--- src/rtl/rf_writeback.sv ---
// ---------------------------------------------------------------------------
// rf_writeback
//
// Merges load results (LSU) and ALU results into a small in-order write
// queue and drains it, one entry per cycle, into a registered register-file
// write port. Pending writes (queued or sitting in the output register) are
// exposed to the operand-read stage through two combinational forwarding
// ports.
//
// Ports
//   clk, rst_n                 clock, asynchronous active-low reset
//   lsu_valid/rd/data/ready    load-result channel (has priority)
//   alu_valid/rd/data/ready    ALU-result channel
//   wb_hold                    stalls the drain while high
//   RFwe, rdaddr, rd           registered register-file write port
//   rs1addr, rs2addr           read addresses to look up
//   rsX_hit, rsX_fwd           forwarding result (youngest matching write)
//   pending                    number of entries currently queued
// ---------------------------------------------------------------------------
module rf_writeback #(
    parameter int XLEN  = 64,
    parameter int DEPTH = 4     // power of two, >= 2
) (
    input  logic                       clk,
    input  logic                       rst_n,

    input  logic                       lsu_valid,
    input  logic [4:0]                 lsu_rd,
    input  logic [XLEN-1:0]            lsu_data,
    output logic                       lsu_ready,

    input  logic                       alu_valid,
    input  logic [4:0]                 alu_rd,
    input  logic [XLEN-1:0]            alu_data,
    output logic                       alu_ready,

    input  logic                       wb_hold,

    output logic                       RFwe,
    output logic [4:0]                 rdaddr,
    output logic [XLEN-1:0]            rd,

    input  logic [4:0]                 rs1addr,
    input  logic [4:0]                 rs2addr,
    output logic                       rs1_hit,
    output logic [XLEN-1:0]            rs1_fwd,
    output logic                       rs2_hit,
    output logic [XLEN-1:0]            rs2_fwd,

    output logic [$clog2(DEPTH+1)-1:0] pending
);

    localparam int AW = $clog2(DEPTH);
    localparam int CW = $clog2(DEPTH+1);

    typedef struct packed {
        logic [4:0]      rd;
        logic [XLEN-1:0] data;
    } wb_ent_t;

    // -----------------------------------------------------------------------
    // Queue state
    // -----------------------------------------------------------------------
    wb_ent_t          mem_q [DEPTH];
    logic [AW-1:0]    wr_ptr_q, wr_ptr_d;
    logic [AW-1:0]    rd_ptr_q, rd_ptr_d;
    logic [CW-1:0]    cnt_q,    cnt_d;

    // Output register
    logic             we_q,     we_d;
    logic [4:0]       waddr_q,  waddr_d;
    logic [XLEN-1:0]  wdata_q,  wdata_d;

    // -----------------------------------------------------------------------
    // Accept side
    // -----------------------------------------------------------------------
    logic    full;
    logic    lsu_acc;
    logic    alu_acc;
    logic    push;
    logic    pop;
    wb_ent_t in_ent;

    // Readies look only at the registered count and lsu_valid, so a pop at
    // the same edge cannot open a slot for a full queue.
    assign full      = (cnt_q == CW'(DEPTH));
    assign lsu_ready = !full;
    assign alu_ready = !full && !lsu_valid;

    always_comb begin
        lsu_acc = lsu_valid && lsu_ready;
        alu_acc = alu_valid && alu_ready;
        if (lsu_acc) begin
            in_ent = '{rd: lsu_rd, data: lsu_data};
        end else begin
            in_ent = '{rd: alu_rd, data: alu_data};
        end
        // Writes to x0 complete the handshake but never reach the queue.
        push = (lsu_acc || alu_acc) && (in_ent.rd != 5'd0);
        pop  = (cnt_q != '0) && !wb_hold;
    end

    // -----------------------------------------------------------------------
    // Next-state
    // -----------------------------------------------------------------------
    always_comb begin
        wr_ptr_d = wr_ptr_q;
        rd_ptr_d = rd_ptr_q;
        cnt_d    = cnt_q;
        we_d     = 1'b0;
        waddr_d  = waddr_q;
        wdata_d  = wdata_q;

        if (push) begin
            wr_ptr_d = wr_ptr_q + AW'(1);
        end
        if (pop) begin
            rd_ptr_d = rd_ptr_q + AW'(1);
            we_d     = 1'b1;
            waddr_d  = mem_q[rd_ptr_q].rd;
            wdata_d  = mem_q[rd_ptr_q].data;
        end

        case ({push, pop})
            2'b10:   cnt_d = cnt_q + CW'(1);
            2'b01:   cnt_d = cnt_q - CW'(1);
            default: cnt_d = cnt_q;
        endcase
    end

    always_ff @(posedge clk or negedge rst_n) begin
        if (!rst_n) begin
            wr_ptr_q <= '0;
            rd_ptr_q <= '0;
            cnt_q    <= '0;
            we_q     <= 1'b0;
            waddr_q  <= '0;
            wdata_q  <= '0;
        end else begin
            wr_ptr_q <= wr_ptr_d;
            rd_ptr_q <= rd_ptr_d;
            cnt_q    <= cnt_d;
            we_q     <= we_d;
            waddr_q  <= waddr_d;
            wdata_q  <= wdata_d;
        end
    end

    // Storage needs no reset: an entry is only read once the count covers it.
    always_ff @(posedge clk) begin
        if (push) begin
            mem_q[wr_ptr_q] <= in_ent;
        end
    end

    assign RFwe    = we_q;
    assign rdaddr  = waddr_q;
    assign rd      = wdata_q;
    assign pending = cnt_q;

    // -----------------------------------------------------------------------
    // Forwarding
    //
    // Priority, oldest first so later matches overwrite earlier ones: output
    // register, then queue entries from head to tail. The entry being
    // accepted this cycle is deliberately not visible.
    // -----------------------------------------------------------------------
    logic [1:0][4:0]      rs_addr;
    logic [1:0]           hit;
    logic [1:0][XLEN-1:0] fwd;

    assign rs_addr = {rs2addr, rs1addr};

    always_comb begin
        hit = '0;
        fwd = '0;
        for (int p = 0; p < 2; p++) begin
            if (rs_addr[p] != 5'd0) begin
                if (we_q && (waddr_q == rs_addr[p])) begin
                    hit[p] = 1'b1;
                    fwd[p] = wdata_q;
                end
                for (int i = 0; i < DEPTH; i++) begin
                    if ((CW'(i) < cnt_q) &&
                        (mem_q[rd_ptr_q + AW'(i)].rd == rs_addr[p])) begin
                        hit[p] = 1'b1;
                        fwd[p] = mem_q[rd_ptr_q + AW'(i)].data;
                    end
                end
            end
        end
    end

    assign rs1_hit = hit[0];
    assign rs1_fwd = fwd[0];
    assign rs2_hit = hit[1];
    assign rs2_fwd = fwd[1];

endmodule

--- config.mk ---
export PLATFORM = sky130hd
export DESIGN_NAME = rf_writeback
export DESIGN_NICKNAME = d
export VERILOG_FILES = /design/src/rtl/rf_writeback.sv
export SDC_FILE = /design/constraint.sdc
export NUM_CORES = 1
export LEC_CHECK = 0
export BUFFER_PORTS_ARGS = -buffer_cell sky130_fd_sc_hd__buf_2
export CAP_MARGIN = 20
export CELL_PAD_IN_SITES_DETAIL_PLACEMENT = 0
export CELL_PAD_IN_SITES_GLOBAL_PLACEMENT = 1
export CORE_UTILIZATION = 44
export DETAILED_ROUTE_END_ITERATION = 8
export PLACE_DENSITY = 0.89
export SLEW_MARGIN = 0
export SYNTH_ARGS = -nofsm -noshare
export SYNTH_HDL_FRONTEND = slang
export SYNTH_SLANG_ARGS = --single-unit
export TNS_END_PERCENT = 30
--- constraint.sdc ---
create_clock -name clk -period 3.6 [get_ports clk]
set_input_delay 0.72 -clock clk [delete_from_list [all_inputs] [get_ports clk]]
set_output_delay 0.72 -clock clk [all_outputs]
set_load 0.02 [all_outputs]
======== Yosys cells after proc, flatten, opt, wreduce, memory -nomap -nowiden ========
Memories as Yosys holds them, arrays and structs flattened.
Index checks and enable logic that the tools add are counted.
operators by class
  equality and inequality tests ........... 13
  mux-type cells .......................... 29
  $lt $le $gt $ge ......................... 4
  $add $sub $neg .......................... 6
  reductions and logical operators ........ 24
operators with widths
  cell                 count
  $mux 64              12
  $mux 69              1
  $eq 5x5->1           10
  $logic_and 1x1->1    15
  $mux 1               15
  $reduce_bool 5->1    3
  $lt 1x3->1 const A   2
  $lt 2x3->1 const A   2
  $pmux 3 s2           1
  $add 2x1->2 const B  2
  $add 2x2->2 const B  2
  $add 3x1->3 const B  1
  $eq 3x3->1 const B   1
  $logic_not 1->1      3
  $reduce_bool 3->1    1
  $sub 3x1->3 const B  1
  $eq 2x1->1 const B   1
  $eq 2x2->1 const B   1
  $reduce_bool 2->1    1
  $logic_or 1x1->1     1
storage, ports and cells
  bits in registers ....................... 77
  output and inout port bits .............. 205
  RAM bits ................................ 276
  memories ................................ 1
  bits of input ports ..................... 153
  word-level logic and storage cells ...... 83
memories
  memory  words  width  read ports  clocked after Yosys merged registers in  wr ports  line  text
  mem_q   4      69     4           0                                        1         64    wb_ent_t mem_q [DEPTH];

======== Logic depth before layout (Yosys ltp) ========
Gate-level depths: netlist (run 1).
  depth after elaboration ................. 8
  gate-level depth with buffers ........... 13
  gate-level depth less buffers ........... 12

======== Worst setup path before layout (run 1) ========
No wires, ideal clock.
  path type ............................... flip-flop to flip-flop
  from .................................... reg cnt_q[0] (netlist: pending[0])
  to ...................................... mem mem_q[0][0] in the netlist's numbering, enable pin
  path slack .............................. -0.571 ns
  data required time ...................... 3.165 ns
  stages on the path, launching flop included .. 10
  buffers on the path ..................... 1
  arrival ................................. 3.737 ns
  setup time .............................. 0.435 ns
  clock period less this slack ............ 4.171 ns
  path through ............................ dfrtp_1 -> inv_1 -> ha_1 -> nand2_1 -> and2_1 -> clkbuf_1 -> mux2_2 -> nor3_1 -> a21oi_1 -> and2_1
RTL lines
  element                 line  text
  start, declared         67    logic [CW-1:0] cnt_q, cnt_d;
  start signal, assigned  142   cnt_q <= cnt_d;
  end, declared           64

======== Worst setup path in the final report (run 1) ========
  from .................................... reg rd_ptr_q[0]
  to ...................................... out rs1_fwd[50]
between the ends
  longest elaborated chain between the ends .. 8
  elaborated cells on any way between the ends .. 17
  classes of those cells .................. add/sub (3); eq/ne (4); mux (5); reduce/logical (4); memory (1)
RTL lines
  element                                                 line      text
  start, declared                                         66        logic [AW-1:0] rd_ptr_q, rd_ptr_d;
  start signal, assigned                                  141       rd_ptr_q <= rd_ptr_d;
  $add 2x1->2 / $mem_v2 4x69 (equally long branches)      -
  $mem_v2 4x69 (*)                                        -
  $eq 5x5->1 / $logic_and 1x1->1 (equally long branches)  185, 184
  $logic_and 1x1->1 / $mux 64 (equally long branches)     184       if ((CW'(i) < cnt_q) &&
  $mux 64 (2 in a row)                                    184
  $mux 64 (*)                                             184
  $mux 64 (*)                                             178       if (rs_addr[p] != 5'd0) begin
  end, declared                                           46        output logic [XLEN-1:0] rs1_fwd,
Every way passes the cells marked *; elsewhere a longest branch is shown, timed or not.

==> impl_metrics.csv, run 1 <==
group,metric,value,unit
final_layout,regArea,0.01022,mm²
placement,portBuffers,357,
synth,synth.cell_area,0.02470,mm²
sta,setup_viol,130,
worst_setup_path,start_kind,"register",
clock_tree,cts_tree,"done",
detailed_routing,drtIter0Drc,2800,
grt,grt.total_usage,0.2864,
sta,fin_crit_sh,1.220,
sta,relSlewSlack,0.2398,
synth,netlist_instances,1783,
die,initial_utilization,0.4466,
final_layout,antenna-diode-count,0,
sta,slew_viol_final,0,
synth,async_flop_share,0.2181,
die,ios,358,
worst_setup_path,end_kind,"primary output",
final_layout,drive_gt1_frac,0.5383,
pwr,ir_worst_vdd,0.0006969,V
pwr,leakage,11.34,nW
clock_tree,cts_buffers,43,
worst_setup_path,worstPathArrival,3.67,ns
grt,grt_start_max_net_pins,174,
sta,rsz0062_at_grt,"yes",
placement,dp_hpwl,51860,µm
clock_tree,h-tree-depth,2,
worst_setup_path,cp.required,2.88,ns
synth,synth.distinct_cells,53,
grt,grt_pass1_vias,20350,
clock_tree,clockBufferDepth,3,
synth,synth_nets,1945,
synth,yosysSeqAreaShare,0.4135,
final_layout,multi_input_area,0.01413,mm²
worst_setup_path,crit_type,"reg2out",
detailed_routing,via_count,21000,
detailed_routing,first_pass_iters,7,
synth,ys.flop_type,"edfxtp_1",
die,die_h,238.9,µm
sta,worst_pin_slew,1.140,ns
clock_tree,root_buffer,"clkbuf_16",
synth,synth.avg_cell_area,13.85,µm²
synth,synth_seq_cells,353,
worst_setup_path,worstReg2RegStart,"pending[0]",
die,core_area,0.05531,mm²
detailed_routing,drc,0,
final_layout,finalNetCount,2320,
sta,min_period,4.390,ns
outcome,status,"finished, violations left",
detailed_routing,routed_via_density,7.141,
worst_setup_path,crit_end,"rs1_fwd[50]",
sta,clock_skew,0.01902,ns
placement,gp_congestion,0.9200,
worst_hold_path,hold_path.class,"in2async",
worst_setup_path,path_max_fanout,31,
die,die_area,0.05709,mm²
clock_tree,clkTransAtPathRegs,0.06,ns
sta,hold_slack,0.2291,ns
job,max_cap_viol_count,0,
synth,yosys_warnings,0,
sta,fin_ws,-0.7902,ns
outcome,violations,"negative setup slack",
clock_tree,insertion_delay,0.59,ns
die,fp-row-count,86,
synth,synth_edf_count,276,
worst_setup_path,r2r_end,"pending[2]",
sta,hold_viol,0,
worst_setup_path,crit_start,"rd_ptr_q[0]",
grt,grt_overflow,0,
detailed_routing,wl,85480,µm
sta,fmax,227.8,MHz
final_layout,n_fill_cell,4304,
pwr,powerDensity,997.8,mW/mm²
detailed_routing,wl_per_cell,29.07,µm
grt,grt_pass1_wl,123600,µm
worst_setup_path,regToRegSetupSlack,0.81,ns
placement,post-place-ws,-0.2460,ns
detailed_routing,drtAntennaViolNets,0,
die,die_w,238.9,µm
final_layout,area_growth,27.55,%
clock_tree,clock_sinks,353,
grt,antenna_found_initial,0,
worst_setup_path,rr_worst_depth,13,
==> routing by layer <==
metal,global-route usage,wire length (µm),up-vias
met4,0.1402,4177,0
met5,0,0,-
met1,0.3615,30430,10460
met3,0.06166,9337,379
li1,-,-,8414
met2,0.4678,41530,1744
==> synth_stat cells (3+ instances only) <==
cell type,number,share of area
buf_12,5,0.0041
nand2_1,215,0.033
nor3_1,66,0.013
clkbuf_1,99,0.015
nor2_1,14,0.0021
and2_1,6,0.0015
buf_2,78,0.016
nor4_1,64,0.016
a221oi_1,77,0.027
o31ai_2,50,0.025
mux4_2,276,0.25
a32oi_1,127,0.045
nand4_1,3,0.00076
mux2_2,70,0.032
ha_1,9,0.0046
buf_1,13,0.0020
o31ai_1,77,0.023
a221oi_2,50,0.030
inv_1,7,0.0011
buf_6,6,0.0027
edfxtp_1,276,0.34
dfrtp_1,77,0.078
xnor2_1,28,0.0099
buf_4,19,0.0058
xor2_1,28,0.0099
nand3_1,3,0.00061
a21oi_1,5,0.0010
nor3_2,4,0.0016
==> where the power goes <==
part | internal [mW] | switching (mW)
registers | 6.12 | 1.40
logic | 8.44 | 10.9
clock network | 2.75 | 1.80
total | 17.3 | 14.1
==> cell type report <==
type	count	share of cell area
Tap cell	748	0.02970
Clock buffer	58	0.03757
Timing Repair Buffer	551	0.1498
Clock inverter	21	0.008975
Inverter	8	0.0009531
Sequential cell	353	0.3244
Multi-Input combinational cell	1201	0.4486
==> cells by family (layout without fill, tap and decap cells) <==
logic type | Yosys count | in the layout | share of synthesized area
simple gates | 391 | 391 | 0.07461
mux | 347 | 347 | 0.2839
buf+inv | 229 | 638 | 0.04721
compound gates | 398 | 398 | 0.1563
flops | 353 | 353 | 0.4135
xor+xnor | 56 | 56 | 0.01986
fa+ha+maj | 9 | 9 | 0.004559
==> state kept, by name, summed over array words and instances (netlist names) <==
name and cells:
RFwe 1, rdaddr 5, mem_q 276, rd_ptr_q 2, wr_ptr_q 2, pending 3, rd 64
==> timing repair <==
item                       in CTS  in global routing
buffers inserted               27                 23
cloned                          5                  6
setup endpoints to repair     130                130
gates resized for setup       115                120
pin swaps                      16                 37
hold buffers                    0                  0
==> worst min-delay path by stage <==
stage,slack [ns],end,start,cells past startpoint
after floorplan,0.42,RFwe,rst_n,0
after global placement,0.51,rd[1],rd[1],2
after detailed placement,0.53,rd[54],rd[54],2
after CTS,0.25,rd[5],rst_n,1
after global routing,0.27,rd[5],rst_n,1
final,0.23,rd[5],rst_n,1
==> stage by stage <==
step	instance area [µm²]	power (mW)	utilization	instances	setup TNS, ns
4_1_cts	30500	30.31	0.5514	2911	-68.61
3_3_place_gp	28200	24.39	0.5098	2800	-0.8541
6_report	31510	31.44	0.5697	2940	-78.82
3_5_place_dp	28200	24.89	0.5098	2800	-2.908
5_1_grt	31510	32.66	0.5697	2940	-89.00
2_1_floorplan	24700	19.28	-	1783	-78.73
==> critical path: stages (launching register included) <==
cell      delay [ns]
dfrtp_4         0.50
buf_12          0.15
mux4_2          0.48
xor2_1          0.19
nor4_2          0.45
buf_4           0.20
a21oi_4         0.08
buf_12          0.19
a221oi_1        0.48
o31ai_2         0.14
buf_2           0.18
==> placed cells by master (no fill, tap or decap), types with 4 or more instances in the layout <==
cell type and count:
nor3_1 65, clkbuf_1 11, buf_4 169, bufinv_16 6
o31ai_4 5, and2_4 7, xnor2_1 25, buf_8 5
o31ai_1 50, a221oi_1 65, nand2_1 213, mux2_2 70
a32oi_1 102, ha_1 9, buf_12 69, clkbuf_16 49
a32oi_2 23, nor4_1 61, buf_2 269, clkinv_2 6
edfxtp_1 276, o31ai_2 72, inv_1 7, a21oi_1 4
xor2_1 20, nor2_1 12, xor2_2 5, dfrtp_1 75
mux4_2 276, buf_16 6, buf_6 26, a221oi_2 59
(Power assumes the default switching activity.)
==> inputs of run 2 (changes only) <==
--- a/config.mk
+++ b/config.mk
@@ -11,6 +11,8 @@
 export CELL_PAD_IN_SITES_GLOBAL_PLACEMENT = 1
 export CORE_UTILIZATION = 44
 export DETAILED_ROUTE_END_ITERATION = 8
+export GPL_ROUTABILITY_DRIVEN = 0
+export GPL_TIMING_DRIVEN = 0
 export PLACE_DENSITY = 0.89
 export SLEW_MARGIN = 0
 export SYNTH_ARGS = -nofsm -noshare
==> run 2 against run 1 <==
Effect of this change: the flow still finishes with violations (negative setup slack); setup slack lost 0.032 ns; critical path depth up 1; sequential share of layout area is 2.0 points lower; combinational power rose by 15%; clock skew down 0.0056 ns; clock power decreased by 7.9%; total power up 8.6%; first-iteration DRC count rose by 52%; die area did not move; design area increased by 6.3%; fmax decreased by 0.72%.
==> impl_metrics.csv, run 2 (synthesis results as in run 1) <==
group,metric,value,unit
outcome,status,"finished, violations left",
outcome,violations,"negative setup slack",
clock_tree,clock_sinks,353,
pwr,leakage,11.84,nW
final_layout,finalNetCount,2409,
worst_setup_path,path_max_fanout,10,
die,die_area,0.05709,mm²
pwr,powerDensity,1020,mW/mm²
clock_tree,clkTransAtPathRegs,0.07,ns
pwr,finalPower,34.16,mW
die,fp-row-count,86,
die,die_w,238.9,µm
sta,setup_viol,170,
sta,clock_skew,0.01346,ns
worst_setup_path,regToRegSetupSlack,-0.11,ns
grt,grt_pass1_wl,140700,µm
die,die_h,238.9,µm
sta,worst_pin_slew,0.9454,ns
placement,portBuffers,347,
worst_setup_path,worstPathArrival,3.70,ns
die,core_area,0.05531,mm²
worst_setup_path,crit_end,"rs1_fwd[11]",
sta,fmax,226.1,MHz
final_layout,regMostFlops,"mem_q",
detailed_routing,drtAntennaViolNets,0,
worst_setup_path,cp.required,2.88,ns
detailed_routing,wl,100800,µm
clock_tree,cts_buffers,39,
detailed_routing,via_count,22820,
detailed_routing,routed_via_density,7.547,
detailed_routing,wl_per_cell,33.33,µm
sta,min_period,4.422,ns
sta,relSlewSlack,0.3697,
final_layout,largest_reg_flops,276,
sta,slew_viol_final,0,
clock_tree,insertion_delay,0.58,ns
final_layout,final_cell_mix,"278 x buf_2, 276 x mux4_2, 276 x edfxtp_1",
grt,grt_overflow,0,
detailed_routing,drc,0,
grt,grt_start_max_net_pins,46,
die,ios,358,
grt,antenna_found_initial,3,
clock_tree,clockBufferDepth,3,
final_layout,area_growth,35.61,%
job,max_cap_viol_count,0,
sta,fin_ws,-0.8221,ns
clock_tree,h-tree-depth,2,
detailed_routing,drtIter0Drc,4263,
grt,grt.total_usage,0.3335,
die,initial_utilization,0.4466,
worst_hold_path,hold_path.class,"in2async",
placement,dp_hpwl,63180,µm
worst_setup_path,rr_worst_depth,9,
worst_setup_path,crit_start,"rd_ptr_q[0]",
final_layout,final_common_cell,"buf_2",
clock_tree,cts_tree,"done",
final_layout,n_fill_cell,3996,
clock_tree,root_buffer,"clkbuf_16",
worst_setup_path,worstReg2RegStart,"pending[0]",
worst_setup_path,r2r_end,"mem_q[3][48]",
grt,grt_pass1_vias,21680,
final_layout,drive_gt1_frac,0.5934,
clock_tree,cts_hold_buf,0,
sta,hold_viol,0,
sta,rsz0062_at_grt,"yes",
worst_setup_path,start_kind,"register",
detailed_routing,first_pass_iters,8,
worst_setup_path,crit_type,"reg2out",
worst_setup_path,end_kind,"primary output",
sta,fin_crit_sh,1.228,
pwr,ir_worst_vdd,0.0004153,V
placement,post-place-ws,-1.124,ns
run 2: how the worst min path moves through the flow:
stage / from / cells past startpoint / end / slack, ns
final: rst_n / 1 / rd[6] / 0.14
after floorplan: rst_n / 0 / RFwe / 0.42
after CTS: rst_n / 1 / rd[6] / 0.16
after detailed placement: rd[63] / 2 / rd[63] / 0.52
after global routing: rst_n / 1 / rd[6] / 0.17
after global placement: rd[63] / 2 / rd[63] / 0.51
run 2: stage by stage:
stage / cell area, µm² / TNS (ns) / utilization / hold slack (ns) / cells
floorplan: 24700 / -78.73 / - / 0.4244 / 1783
global placement: 27380 / -503.27 / 0.4950 / 0.5116 / 2878
detailed placement: 27570 / -108.19 / 0.4984 / 0.5161 / 2886
CTS: 31550 / -78.16 / 0.5705 / 0.1605 / 2996
global route: 33500 / -110.51 / 0.6057 / 0.1725 / 3024
finish: 33500 / -87.29 / 0.6057 / 0.1425 / 3024
run 2: power breakdown:
group,internal [mW],switching [mW]
Combinational,9.12,13.2
Clock,2.45,1.74
Sequential,6.11,1.58
run 2: final cells by class:
class | count | area [µm²] | share of cell area
clock buffer | 46 | 1055 | 0.03149
timing repair buffer | 422 | 3262 | 0.09737
antenna | 1 | 2.502 | 0.00007470
clock inverter | 23 | 250.2 | 0.007470
tap | 748 | 935.9 | 0.02794
buffer | 219 | 1827 | 0.05453
sequential | 353 | 10210 | 0.3049
multi-input combinational | 1204 | 15920 | 0.4753
inverter | 8 | 30.03 | 0.0008964
run 2: layer usage:
metal / wire length [µm] / GRT usage
met5: 8 / 0
met4: 7336 / 0.1886
met3: 15390 / 0.09954
met2: 45320 / 0.5188
met1: 32720 / 0.4152
run 2: critical path: stages, from the launching register on:
cell	delay [ns]
dfrtp_1	0.38
buf_8	0.16
buf_4	0.12
mux4_2	0.54
xor2_1	0.28
nor3_2	0.11
buf_4	0.16
nand2_4	0.21
clkbuf_2	0.36
nor3_1	0.11
o31ai_2	0.45
buf_4	0.23
run 2: what timing repair did:
action,CTS,global route
buffers inserted,29,26
cloned,12,6
endpoints found under the setup margin,210,416
pin swaps,72,58
resized for setup,498,308
